**config.mk**
```make
export PLATFORM = sky130hd
export DESIGN_NAME = fpu_op_issue
export DESIGN_NICKNAME = d
export VERILOG_FILES = /design/src/rtl/fpu_op_issue_pkg.sv /design/src/rtl/fpu_op_issue_legal.sv /design/src/rtl/fpu_op_issue.sv
export SDC_FILE = /design/constraint.sdc
export NUM_CORES = 1
export LEC_CHECK = 0
export CAP_MARGIN = 10
export CORE_MARGIN = 2
export CORE_UTILIZATION = 53
export DETAILED_ROUTE_END_ITERATION = 8
export PLACE_DENSITY_LB_ADDON = 0.15
export SLEW_MARGIN = 15
export SYNTH_ARGS = -nofsm -noshare
export SYNTH_HDL_FRONTEND = slang
export SYNTH_SLANG_ARGS = --single-unit
```
**constraint.sdc**
```tcl
create_clock -name clk -period 2.6 [get_ports clk]
set_input_delay 0.39 -clock clk [delete_from_list [all_inputs] [get_ports clk]]
set_output_delay 0.39 -clock clk [all_outputs]
set_load 0.01 [all_outputs]
```
**src/rtl/fpu_op_issue_pkg.sv**
```systemverilog
// ============================================================================
// Module : fpu_op_issue_pkg
// Brief  : Shared FPU definitions: legal opcode ranges, occupancy encoding.
// Rev    : 1.0
// ============================================================================
`default_nettype none

package fpu_op_issue_pkg;

    localparam int IDLE_PD_CYC_DEF = 16;

    localparam logic [7:0] OP_R0_LO = 8'h62;
    localparam logic [7:0] OP_R0_HI = 8'h73;
    localparam logic [7:0] OP_R1_LO = 8'h76;
    localparam logic [7:0] OP_R1_HI = 8'h77;
    localparam logic [7:0] OP_R2_LO = 8'h86;
    localparam logic [7:0] OP_R2_HI = 8'h8F;
    localparam logic [7:0] OP_R3_LO = 8'h95;
    localparam logic [7:0] OP_R3_HI = 8'h98;

    typedef enum logic [1:0] {
        EMPTY = 2'b00,
        ONE   = 2'b01,
        TWO   = 2'b10
    } occ_state_e;

endpackage

`default_nettype wire

```
**src/rtl/fpu_op_issue_legal.sv**
```systemverilog
// ============================================================================
// Module : fpu_op_legal
// Brief  : Combinational check that an 8-bit opcode belongs to the FP set.
// Rev    : 1.0
// ============================================================================
`default_nettype none

module fpu_op_legal
    import fpu_op_issue_pkg::*;
(
    input  logic [7:0] opcode_i,
    output logic       legal_o
);

    assign legal_o = ((opcode_i >= OP_R0_LO) && (opcode_i <= OP_R0_HI)) ||
                     ((opcode_i >= OP_R1_LO) && (opcode_i <= OP_R1_HI)) ||
                     ((opcode_i >= OP_R2_LO) && (opcode_i <= OP_R2_HI)) ||
                     ((opcode_i >= OP_R3_LO) && (opcode_i <= OP_R3_HI));

endmodule

`default_nettype wire

```
**src/rtl/fpu_op_issue.sv**
```systemverilog
// ============================================================================
// Module : fpu_op_issue
// Brief  : Two-entry FP opcode queue between the IU and the microcode
//          sequencer, with illegal-opcode pulse and idle powerdown request.
// Rev    : 1.0
// ============================================================================
`default_nettype none

module fpu_op_issue
    import fpu_op_issue_pkg::*;
#(
    parameter int IDLE_PD_CYC = IDLE_PD_CYC_DEF,
    parameter int DEPTH       = 2
) (
    input  logic       clk,
    input  logic       reset,
    input  logic [7:0] iu_fpop,
    input  logic       iu_fpop_valid,
    input  logic       fpkill,
    input  logic       fpuhold,
    input  logic       fpbusyn,
    output logic [7:0] nx_opcode,
    output logic       nx_fpop_valid,
    output logic       fpop_stall,
    output logic       fp_illegal,
    output logic       powerdown
);

    localparam int PW = (DEPTH > 1) ? $clog2(DEPTH) : 1;
    localparam int CW = $clog2(IDLE_PD_CYC + 1);
    localparam logic [CW-1:0] IDLE_MAX = CW'(IDLE_PD_CYC);

    occ_state_e    state_q, state_d;
    logic [PW-1:0] wr_ptr_q, wr_ptr_d;
    logic [PW-1:0] rd_ptr_q, rd_ptr_d;
    logic [7:0]    mem_q [DEPTH];
    logic [7:0]    head_q, head_d;
    logic          valid_q;
    logic          illegal_q;
    logic [CW-1:0] idle_q, idle_d;
    logic          op_legal;
    logic          accept;
    logic          push;
    logic          pop;

    function automatic logic [PW-1:0] ptr_inc(input logic [PW-1:0] p);
        return (p == PW'(DEPTH - 1)) ? '0 : p + 1'b1;
    endfunction

    fpu_op_legal u_legal (
        .opcode_i (iu_fpop),
        .legal_o  (op_legal)
    );

    assign accept     = iu_fpop_valid & ~fpop_stall & ~fpkill;
    assign push       = accept & op_legal;
    assign pop        = valid_q & fpbusyn & ~fpuhold & ~fpkill;
    assign fpop_stall = (state_q == TWO);

    always_ff @(posedge clk or posedge reset) begin
        if (reset) state_q <= EMPTY;
        else       state_q <= state_d;
    end

    always_comb begin
        state_d = state_q;
        if (fpkill) begin
            state_d = EMPTY;
        end else begin
            case (state_q)
                EMPTY:   if (push) state_d = ONE;
                ONE: begin
                    if (push && !pop)      state_d = TWO;
                    else if (pop && !push) state_d = EMPTY;
                end
                TWO:     if (pop) state_d = ONE;
                default: state_d = EMPTY;
            endcase
        end
    end

    always_comb begin
        wr_ptr_d = wr_ptr_q;
        rd_ptr_d = rd_ptr_q;
        if (fpkill) begin
            wr_ptr_d = '0;
            rd_ptr_d = '0;
        end else begin
            if (push) wr_ptr_d = ptr_inc(wr_ptr_q);
            if (pop)  rd_ptr_d = ptr_inc(rd_ptr_q);
        end

        // The new head is the entry being written this cycle when the slot it
        // lands in is exactly where the read pointer will point next.
        head_d = head_q;
        if (state_d != EMPTY)
            head_d = (push && (wr_ptr_q == rd_ptr_d)) ? iu_fpop : mem_q[rd_ptr_d];

        idle_d = idle_q;
        if (push || !fpbusyn || fpkill)
            idle_d = '0;
        else if ((state_q == EMPTY) && (idle_q != IDLE_MAX))
            idle_d = idle_q + 1'b1;
    end

    always_ff @(posedge clk) begin
        if (push) mem_q[wr_ptr_q] <= iu_fpop;
    end

    always_ff @(posedge clk or posedge reset) begin
        if (reset) begin
            wr_ptr_q  <= '0;
            rd_ptr_q  <= '0;
            head_q    <= '0;
            valid_q   <= 1'b0;
            illegal_q <= 1'b0;
            idle_q    <= '0;
        end else begin
            wr_ptr_q  <= wr_ptr_d;
            rd_ptr_q  <= rd_ptr_d;
            head_q    <= head_d;
            valid_q   <= (state_d != EMPTY);
            illegal_q <= accept & ~op_legal;
            idle_q    <= idle_d;
        end
    end

    assign nx_opcode     = head_q;
    assign nx_fpop_valid = valid_q;
    assign fp_illegal    = illegal_q;
    assign powerdown     = (idle_q == IDLE_MAX);

endmodule

`default_nettype wire

```
## Word-level counts from Yosys, hierarchy flattened

Memory sizes are Yosys's and may differ from the RTL's. A register that Yosys moved wholly into a read port is not among the register bits.
Cells that the tools add are included.

- Bits in registers: 11
- RAM bits: 16
- Input port bits: 14
- Output and inout bits: 12
- Word-level logic and storage cells: 68
- Memories kept: 1

- $add $sub $neg: 3
- Magnitude comparators: 8
- Equality and inequality tests: 4
- Mux-type cells: 16
- Bitwise logic cells: 11
- Reduce and logical (&&, ||, !) cells: 19

Memory list:

| memory | words | width | rd ports | clocked after Yosys merged registers in | write ports | line | text |
|---|---|---|---|---|---|---|---|
| mem_q | 2 | 8 | 1 | 1 | 1 | fpu_op_issue.sv:36 | `logic [7:0] mem_q [DEPTH];` |

Operators by type and width:

| operator | count |
|---|---|
| 8-bit by 7-bit >= comparator with 1-bit output, second input constant | 2 |
| 8-bit >= comparator, second input constant | 2 |
| 8-bit by 7-bit <= comparator with 1-bit output, second input constant | 2 |
| 8-bit <= comparator, second input constant | 2 |
| 2-bit two-way mux | 5 |
| 5-bit two-way mux | 2 |
| 1-bit two-way mux | 8 |
| 1-bit AND | 7 |
| 1-bit logical AND | 7 |
| 2-bit case mux with 3 select lines | 1 |
| 2-bit nonzero test | 3 |
| 5-bit by 1-bit adder with 5-bit output, second input constant | 1 |
| 5-bit == test, second input constant | 1 |
| 1-bit logical OR | 5 |
| 5-bit != test, second input constant | 1 |
| 1-bit NOT | 4 |
| 1-bit logical NOT | 3 |
| 1-bit adder, second input constant | 2 |
| 2-bit by 1-bit == test with 1-bit output, second input constant | 1 |
| 2-bit == test, second input constant | 1 |
| 2-bit logical NOT | 1 |

## Longest topological paths before layout

- Depth after elaboration: 13
- Depth in mapped cells: 7
- Gate-level depth less buffers: 7

## Hierarchy

A second synthesis with hierarchy kept.

- Cells, all modules: 134
- Area total of the unflattened synthesis: 1724.2 um2

Modules (own cells, without submodules):

| module | times used | cells an instance | area each (um2) |
|---|---|---|---|
| fpu_op_issue | 1 | 122 | 1639.1 |
| fpu_op_legal | 1 | 12 | 85.1 |

## Worst setup path after synthesis

Ideal clock, no wire load.

- Kind: input-to-reg
- Start: in iu_fpop[2]
- End: mem mem_q[1][0] (enable)
- Setup time: 370 ps
- Data arrival time: 2029 ps
- Data required time: 2230 ps
- Setup slack: 201 ps
- Stages: 6
- Path buffers: 1
- Path through: or4b_2 -> a21oi_1 -> a21o_1 -> buf_2 -> nand2_1 -> nor2_1

- Word-level cells in the longest chain between the ends: 8
- Elaborated cells on any way between the ends: 18
- Classes of those cells: order compare: 8; mux: 2; bitwise: 1; reduce/logical: 7

Ends and longest elaborated chain:

| what | line | text |
|---|---|---|
| start, declared | fpu_op_issue.sv:17 | `input logic [7:0] iu_fpop,` |
| 8-bit by 7-bit >= comparator with 1-bit output (tied with other cells) | fpu_op_issue_legal.sv:15 | `assign legal_o = ((opcode_i >= OP_R0_LO) && (opcode_i <= OP_R0_HI)) \|\|` |
| 1-bit logical AND (on tied branches) | fpu_op_issue_legal.sv:15, fpu_op_issue_legal.sv:16 |  |
| 1-bit logical OR | fpu_op_issue_legal.sv:15 |  |
| 1-bit logical OR | fpu_op_issue_legal.sv:16 | `((opcode_i >= OP_R1_LO) && (opcode_i <= OP_R1_HI)) \|\|` |
| 1-bit logical OR (*) | fpu_op_issue_legal.sv:17 | `((opcode_i >= OP_R2_LO) && (opcode_i <= OP_R2_HI)) \|\|` |
| 1-bit AND (*) | fpu_op_issue.sv:56 | `assign push = accept & op_legal;` |
| 1-bit two-way mux (*) | fpu_op_issue.sv:107 | `if (push) mem_q[wr_ptr_q] <= iu_fpop;` |
| 1-bit two-way mux (not written as such) (*) | fpu_op_issue.sv:107 |  |
| end, declared | fpu_op_issue.sv:36 |  |

Every way passes the cells marked *; elsewhere a longest branch is shown, timed or not.

## Final worst setup path

- Start: reg idle_q[0]
- End: out powerdown

- Word-level cells in the longest chain between the ends: 1

Ends and longest elaborated chain:

| what | line | text |
|---|---|---|
| start, declared | fpu_op_issue.sv:40 | `logic [CW-1:0] idle_q, idle_d;` |
| start signal, assigned | fpu_op_issue.sv:124 | `idle_q <= idle_d;` |
| 5-bit == test | fpu_op_issue.sv:131 | `assign powerdown = (idle_q == IDLE_MAX);` |
| end, declared | fpu_op_issue.sv:26 | `output logic powerdown` |

Every way passes these cells.

==> results.md <==
- Outcome: complete, no violations
- Final hold violation count: 0
- Min Clock Period, post-route: about 2.4 ns
- CP Data Required Time: between 2 and 2.5 ns
- Post-DP HPWL: 2780 µm
- Most used DFF post-synth: dfrtp_1
- Synthesized cell area: roughly 1800 µm²
- Die Ht: between 60 and 70 µm
- Layout Nets: between 200 and 250
- DIE AREA: between 3000 and 4000 µm²
- Fin util: between 60% and 70%
- Crit path capture type: output port
- Core ar.: between 3000 and 4000 µm²
- Sequential share of power: 53.9%
- Grt peak-use layer: met2
- Number of global-route vias before repair: 1258
- P&R area growth vs syn: 24.3%
- Post-Layout Cell Count: 240
- Post-CTS Resized: 0
- Global-route wire length before repair: 5970 µm
- Crit Path Class: flip-flop to output port
- Switch share: a little over a quarter
- Yosys cell types: around 40
- Number of synthesized flops with an enable pin: 16
- Filler cells: 260
- PortBufs: 25
- Crit path arrival time: between 1.5 and 2 ns
- Delay of the slowest critical-path stage: 0.61 ns
- Pwr per Cell Area: ~550 nW/µm²
- DR vias/cell: 5.78
- GRT Residual Overflow: 0
- Max-slew headroom: 32.3%
- Worst Tran Pin Value: about 1 ns
- Initial core utilization: between 50% and 60%
- Syn nets: 169
- Largest net degree at the start of global routing: 20
- I/O pin cnt: 26
- Initial antenna violation count: 0
- GRT Util Overall: around 22%
- Global placer's final weighted congestion: around 0.8
- Fin Clk Skew: slightly below 0.005 ns
- Wire per inst: about 16 µm
- FF-to-FF setup slack: around 0.43 ns
- Avg Cell Area, Syn: around 12 µm²
- Final Setup Violations: 0
- CTS clk-pin slew, worst paths: 0.10 ns
- Placed cell count: between 200 and 250
- Clock root buffer: clkbuf_4
- CP Launch Type: flip-flop
- Post-Syn Instances: about 150
- Met1 Usage GRT: about 31%
- Worst-Skew Late Latency: around 0.33 ns
- Die Wd: 61.9 µm
- Clock tree from TritonCTS: yes
- Sequential cell area fraction in the yosys report: a little over half
- HP Class: primary input to asynchronous set/reset pin
- Slew Viols, Final: 0
- CP cell instances: inv_1 > ha_1 > nor4bb_1 > clkdlybuf4s50_1
- Met3 Use GR: between 7 and 8%
- Share of cells above drive strength 1: about 18%
- Combinational power share: between 20% and 30%
- Slowest cell on crit path: clkdlybuf4s50_1
- Tot Pwr: about 1.2 mW
- Max cap viols: 0
- Final worst path period share: 90.8%
- Routed Antenna Nets: 0
- CTS H-tree depth: 2
- Seq cells post-synth: 35
- CP max FO: 4
- GR Util met2: between 30% and 40%
- Clk sink count: 35
- Max Clock Freq: between 400 and 500 MHz
- DRT iter0 DRCs: 95
- Drt total wl: 3810 µm
- Clock buffer depth: 2
- CTS buffer count: 5
- Asr flop ratio synth: ~54%
- Post-CTS setup repair buffer count: 0
- RSZ-0062 raised after global routing: false
- Row count: 21
- Drt pass-1 iters: 4
- Worst IR drop on VDD: around 380 µV
- Remaining DRCs: 0
- Vias: between 1000 and 1500
- Switching pwr: about 330 µW
- Clk pwr share: between 20% and 30%
- Cell-internal power: 886 µW
- Yosys warns: 0
- LEAKAGE: around 0.85 nW
- Post-cts hold buffer count: 0
- Antenna diode count: 0
==> worst max-delay path, delay by kind of cell, from the launching register on <==
kind / cells / cell delay, ns
buffers and inverters: 2 / 0.69
flip-flops: 1 / 0.44
adder cells (fa/ha/maj): 1 / 0.13
AND/OR/NAND/NOR: 1 / 0.39
==> power groups by stage <==
stage                     clock network [mW]  logic (mW)  registers (mW)
after global placement                     0       0.279           0.664
final                                  0.275       0.286           0.655
after detailed placement                   0       0.286           0.668
after CTS                              0.280       0.287           0.656
after floorplan                            0       0.114           0.685
after global routing                   0.305       0.313           0.660
==> metal layers <==
layer	vias up	part of all wire [%]
met2	56	49
met5	-	0
met1	661	43
met3	8	6.4
met4	0	1.4
li1	661	-
==> path summary, 6_finish.rpt <==
kind                                     from  cells past startpoint           end
max in group asynchronous               reset                      2  nx_opcode[3]
worst min register to register       wr_ptr_q                      1      wr_ptr_q
worst max register to register  nx_fpop_valid                      5  nx_opcode[0]
worst min-delay path                    reset                      2  nx_opcode[0]
min in group clk                     wr_ptr_q                      1      wr_ptr_q
worst max-delay path                idle_q[0]                      4     powerdown
==> area by class of cell <==
class / count / area, µm² / area share (%)
clock buffer: 5 / 37.5 / 1.70
clock inverter: 3 / 15.0 / 0.680
inverter: 6 / 22.5 / 1.02
multi-input combinational: 104 / 748 / 33.9
sequential: 35 / 956 / 43.3
tap: 46 / 57.6 / 2.61
timing repair buffer: 41 / 370 / 16.8
==> layout by cell type, fill, tap and decap left out, types with 4 or more instances in the layout <==
master,netlist,final
inv_1,6,6
o31ai_1,8,8
nor4b_1,6,6
dfrtp_1,19,19
nor3_1,4,4
clkbuf_4,0,5
buf_4,0,16
edfxtp_1,16,16
nor2b_1,5,5
mux2_2,8,8
nor2_1,12,12
nand2_1,4,4
a31oi_1,10,10
clkdlybuf4s50_1,0,25
a21oi_1,4,4
o211ai_1,9,9
==> state kept, by name, summed over array words and instances, names as in the netlist <==
| register | flops |
|---|---|
| state_q | 2 |
| fp_illegal | 1 |
| wr_ptr_q | 1 |
| rd_ptr_q | 1 |
| mem_q | 16 |
| nx_opcode | 8 |
| nx_fpop_valid | 1 |
| idle_q | 5 |
==> Yosys cell counts (2+ instances only) <==
cell | number | share of area [%]
nor4b_1 | 6 | 3.0
nand4_1 | 2 | 0.70
nor2_1 | 12 | 2.5
o31ai_1 | 8 | 3.4
o21ai_0 | 3 | 0.85
inv_1 | 6 | 1.3
buf_2 | 3 | 0.85
mux2_2 | 8 | 5.1
nor2b_1 | 5 | 1.8
a31oi_1 | 10 | 3.5
ha_1 | 2 | 1.4
o211ai_1 | 9 | 3.8
dfrtp_1 | 19 | 27
nand3b_1 | 3 | 1.3
edfxtp_1 | 16 | 27
buf_6 | 2 | 1.3
a21oi_1 | 4 | 1.1
clkbuf_1 | 3 | 0.63
nand2_1 | 4 | 0.85
xnor2_1 | 2 | 0.99
xor2_1 | 3 | 1.5
nor3_1 | 4 | 1.1
==> metrics by stage <==
stage	hold WS, ns	cell area, µm²	setup TNS (ns)	worst slack (ns)
floorplan	0.341	1780	0	0.201
global placement	0.480	2150	0	0.0373
detailed placement	0.498	2150	-0.382	-0.0704
CTS	0.502	2210	0	0.201
global route	0.526	2210	0	0.0889
finish	0.478	2210	0	0.239
==> cells by family (layout without fill, tap and decap cells) <==
family	count (synthesis)	after routing	synth area share [%]
AOI/OAI and AO/OA	39	39	14.9
muxes	10	10	6.91
and+or+nand+nor	48	48	16.5
DFF	35	35	53.8
buffers and inverters	14	55	4.02
adders and majority gates	2	2	1.41
xor gates and xnor gates	5	5	2.47
No activity file was read; power rests on OpenSTA's default activity.
